**src/rtl/clkmon.sv**
```systemverilog
// clkmon: measures SLOW_IN periods in CLK_IN cycles,
// tracks frequency lock and flags loss of the slow clock.
module clkmon #(
  parameter int unsigned EXP_PERIOD = 200,
  parameter int unsigned TOL        = 2,
  parameter int unsigned LOCK_CNT   = 4,
  parameter int unsigned TIMEOUT    = 1000
) (
  input  logic        CLK_IN,
  input  logic        clr,
  input  logic        SLOW_IN,
  output logic [31:0] PERIOD,
  output logic        period_valid,
  output logic        LOCKED,
  output logic        TIMEOUT_FLAG,
  output logic [7:0]  ERR_CNT
);

  localparam logic [31:0] EXP = 32'(EXP_PERIOD);
  localparam logic [31:0] TLV = 32'(TOL);
  localparam logic [31:0] LC  = 32'(LOCK_CNT);
  localparam logic [31:0] TO  = 32'(TIMEOUT);

  typedef enum logic [1:0] {
    IDLE,
    MEAS,
    LOCK
  } state_t;

  state_t state_q, state_d;

  logic        s1, s2, s3;
  logic        rise;
  logic [31:0] cnt;
  logic [31:0] diff;
  logic [31:0] match, match_d;
  logic        in_tol;
  logic        close;
  logic        tout;
  logic        err_inc;

  assign rise = s2 & ~s3;

  always_comb begin
    diff    = (cnt >= EXP) ? (cnt - EXP) : (EXP - cnt);
    in_tol  = (diff <= TLV);
    state_d = state_q;
    match_d = match;
    close   = 1'b0;
    tout    = 1'b0;
    err_inc = 1'b0;
    unique case (1'b1)
      (state_q == IDLE): begin
        if (rise) state_d = MEAS;
      end
      (state_q == MEAS),
      (state_q == LOCK): begin
        if (rise) begin
          close = 1'b1;
          if (in_tol) begin
            match_d = (match >= LC) ? LC : match + 32'd1;
            if (match_d >= LC) state_d = LOCK;
          end else begin
            match_d = '0;
            err_inc = 1'b1;
            state_d = MEAS;
          end
        end else if (cnt == TO) begin
          tout    = 1'b1;
          err_inc = 1'b1;
          match_d = '0;
          state_d = IDLE;
        end
      end
      default: state_d = IDLE;
    endcase
  end

  always_ff @(posedge CLK_IN or negedge clr) begin
    if (!clr) state_q <= IDLE;
    else      state_q <= state_d;
  end

  always_ff @(posedge CLK_IN or negedge clr) begin
    if (!clr) begin
      s1           <= 1'b0;
      s2           <= 1'b0;
      s3           <= 1'b0;
      cnt          <= '0;
      match        <= '0;
      PERIOD       <= '0;
      period_valid <= 1'b0;
      LOCKED       <= 1'b0;
      TIMEOUT_FLAG <= 1'b0;
      ERR_CNT      <= '0;
    end else begin
      s1           <= SLOW_IN;
      s2           <= s1;
      s3           <= s2;
      match        <= match_d;
      period_valid <= close;
      LOCKED       <= (state_d == LOCK);
      if (rise)           cnt <= 32'd1;
      else if (cnt != TO) cnt <= cnt + 32'd1;
      if (close) PERIOD <= cnt;
      // flag clears only on the first rise that restarts measurement
      if (tout)
        TIMEOUT_FLAG <= 1'b1;
      else if (rise && state_q == IDLE)
        TIMEOUT_FLAG <= 1'b0;
      if (err_inc && ERR_CNT != 8'hff)
        ERR_CNT <= ERR_CNT + 8'd1;
    end
  end

endmodule

```
**config.mk**
```make
export PLATFORM = sky130hd
export DESIGN_NAME = clkmon
export DESIGN_NICKNAME = d
export VERILOG_FILES = /design/src/rtl/clkmon.sv
export SDC_FILE = /design/constraint.sdc
export NUM_CORES = 1
export LEC_CHECK = 0
export CORE_ASPECT_RATIO = 0.9
export CORE_MARGIN = 1.5
export CORE_UTILIZATION = 60
export CTS_BUF_LIST = sky130_fd_sc_hd__clkbuf_8
export CTS_CLUSTER_SIZE = 20
export DETAILED_ROUTE_END_ITERATION = 7
export HOLD_SLACK_MARGIN = 0.08
export PLACE_DENSITY_LB_ADDON = 0.05
export RECOVER_POWER = 25
export SYNTH_ARGS = -nofsm -noshare
export SYNTH_HDL_FRONTEND = slang
export SYNTH_SLANG_ARGS = --single-unit
```
**constraint.sdc**
```tcl
create_clock -name CLK_IN -period 4.4 [get_ports CLK_IN]
set_clock_uncertainty 0.05 [all_clocks]
set_input_delay 0.44 -clock CLK_IN [delete_from_list [all_inputs] [get_ports CLK_IN]]
set_output_delay 0.44 -clock CLK_IN [all_outputs]
set_load 0.1 [all_outputs]
```
==> results.cfg <==
[route]
wire_per_inst_um = 18.4
routed_wl_um = 13500
num_vias = 4398
ant_nets = 0
drc_errors = 0
vias_per_cell = 5.98
first_pass_iters = 5
drt_iter0_markers = 376

[timing]
relSlewSlack_pct = -59.2
fin_tns_setup_ns = 0
drv_slew = 47
worstMarginPinSlew_ns = 2.39
grt_setup_unrepaired = no
post-route-period-util_pct = 83.8
fmax_mhz = 271
timing.final.ws_setup_ns = 0.714
hold_viol = 0
min_period_ns = 3.69
setup_viol = 0
holdWs_ns = 0.342

[critical_path]
end_kind = flop
r2r_slack_ns = 0.71
reg2reg_depth = 10
crit_end = match[0]
critPathLaunchType = flop
critPathRequiredTime_ns = 4.63
r2r_start = cnt[10]
cp.arrival_ns = 3.92
criticalPathCategory = flop to flop
rr_endpoint = match[0]
worstPathMaxFanout = 14
startpoint = cnt[10]

[synthesis]
netlist_top_cells_count = dfrtp_1 (112), nor2_1 (50), nand2_1 (41)
syn_area_sq_um = 5610
synthArstFlopShare_pct = 100
yosysTopAreaCell = dfrtp_1
synth_cell_types = 51
synth-edff-count = 0
avgSynthCellArea_sq_um = 9.79
synth-seq-cells = 112
synth_top_cell_area_share_pct = 50.0
synthCells = 573
ys.flop_type = dfrtp_1
yosysMostFrequentCell = dfrtp_1
ys_seq_area_share_pct = 50.0
yosysWarnings = 0
synthTopCellsByArea = dfrtp_1 (50%), mux2_2 (4.2%), nor2b_1 (4.0%)
syn_nets = 587

[outcome]
outcome = complete, but fails checks
violations = capacitance limit, slew limit

[placement]
pre_cts_slack_ns = 0.746
placed_cell_area_sq_um = 6170
routabilityCongestion = 0.914
io_buffers = 45
post-dp-hpwl_um = 9750

[die]
ios = 46
fp.coreArea_sq_um = 9080
num_rows = 33
dieArea_sq_um = 9940
die_w_um = 105
die_y_um = 94.7
initial_core_util_pct = 61.7

[finish]
finish.utilization_pct = 70.2
antenna_cells = 0
area_delta_synth_final_pct = 13.6
final.fill_count = 705
design_area_sq_um = 6370
final_nets = 623
drive_above_1_share_pct = 9.77

[clock_tree]
path_clk_slew_ns = 0.14
clock_latency_ns = 0.38
cts_resized = 0
cts_setup_buffers = 0
htreeDepth = 3
clk_path_buf_depth = 2
cts_buffers = 9
cts_tree = done
cts-hold-fix-buffers = 1
clock_sinks = 112
cts-root-buf = clkbuf_8

[flow_run]
drv_cap = 1

[pwr]
switching_share_pct = 39.6
p_sw_mw = 0.981
clockPowerShare_pct = 24.6
vdd_drop_max_v = 0.000384
comb_power_share_pct = 28.5
p_seq_share_pct = 46.9
leakagePower_nw = 2.95
cell_internal_pwr_mw = 1.50
powerDensity_nw_per_um2 = 389

[grt]
grt_pass1_wl_um = 22300
grt_remaining_overflow = 0
first_global_vias = 4383
grt_usage_pct = 28.6
grt_max_degree = 47
grt_antenna_before_repair = 0

[min_path]
holdCritPathClass = flop to flop
==> flip-flops by register name, summed over array words and instances, names as in the netlist <==
name          count
TIMEOUT_FLAG      1
PERIOD           32
match            32
s1                1
cnt              32
s2                1
state_q           2
LOCKED            1
s3                1
ERR_CNT           8
period_valid      1
==> stage by stage <==
| stage | cells | power, mW |
|---|---|---|
| 3_3_place_gp | 719 | 1.88 |
| 6_report | 736 | 2.48 |
| 5_1_grt | 736 | 2.58 |
| 2_1_floorplan | 573 | 1.68 |
| 3_5_place_dp | 719 | 1.89 |
| 4_1_cts | 736 | 2.49 |
==> cell type report <==
class	instances	area (sq um)	share of cell area, %
flip-flops and latches	112	2800	44.0
inverters	19	71.3	1.12
well taps	122	153	2.40
repair buffers	61	561	8.80
clock buffers	9	124	1.94
multi-input cells	406	2590	40.6
clock inverters	7	73.8	1.16
==> critical path, cell delays in order (launching register included) <==
cell,delay (ns)
dfrtp_1,0.55
or4_4,0.61
or4_4,0.47
or4_1,0.44
xor2_1,0.18
nand4_1,0.13
a2111oi_2,0.38
nand4_1,0.14
buf_4,0.21
or2_1,0.26
o22ai_1,0.16
==> routing by layer <==
metal  share of wire [%]  up-vias  GRT usage [%]
met5                   0        -              0
met4                 1.1        0           6.74
met3                 3.8       14           3.80
met2                  50      115           48.8
met1                  45     2183           39.2
li1                    -     2086              -
==> power by group through the flow <==
stage                     clock network (mW)  logic, mW  registers (mW)
after CTS                              0.621      0.710            1.16
final                                  0.609      0.707            1.16
after detailed placement                   0      0.706            1.18
after floorplan                            0      0.243            1.44
after global routing                   0.654      0.748            1.17
after global placement                     0      0.702            1.18
==> worst min-delay path by stage <==
stage / slack (ns) / from / end / cells after the start
6_report: 0.34 / s1 / s2 / 0
5_1_grt: 0.35 / s1 / s2 / 0
4_1_cts: 0.34 / s1 / s2 / 0
3_5_place_dp: 0.29 / s1 / s2 / 0
3_3_place_gp: 0.30 / s1 / s2 / 0
2_1_floorplan: 0.09 / clr / ERR_CNT[0] / 0
==> layout by cell type, fill, tap and decap left out, types with 2 or more instances in the layout <==
master and count:
dlygate4sd3_1 2, ha_1 11, a2111oi_0 2, buf_4 13
nor3_1 13, o31ai_1 4, nand4_1 14, nor2b_1 35
nor2_1 50, and3_1 13, clkinv_8 2, mux2_2 21
or4_4 2, o41ai_1 4, nor4b_1 2, o31a_1 6
o21ai_0 31, o211ai_1 2, xor2_1 11, or3_1 18
a21oi_1 24, and3b_1 2, clkdlybuf4s50_1 43, nand2b_1 3
nand3_1 19, or4_1 5, or2_2 2, nor4_2 2
clkbuf_1 2, inv_1 18, a211oi_1 4, nor4_1 18
dfrtp_1 112, xnor2_1 24, clkbuf_8 9, and2_1 2
nand2_1 41, a311oi_1 2, o22ai_1 3
==> logic make-up after synthesis <==
group                      share of synthesized area (%)
and+or+nand+nor                                     23.0
adders and majority gates                           2.45
buffers and inverters                               3.99
muxes                                               4.22
DFF                                                 50.0
AOI/OAI and AO/OA                                   10.9
xor gates and xnor gates                            5.47
No activity file was read; power rests on OpenSTA's default activity.
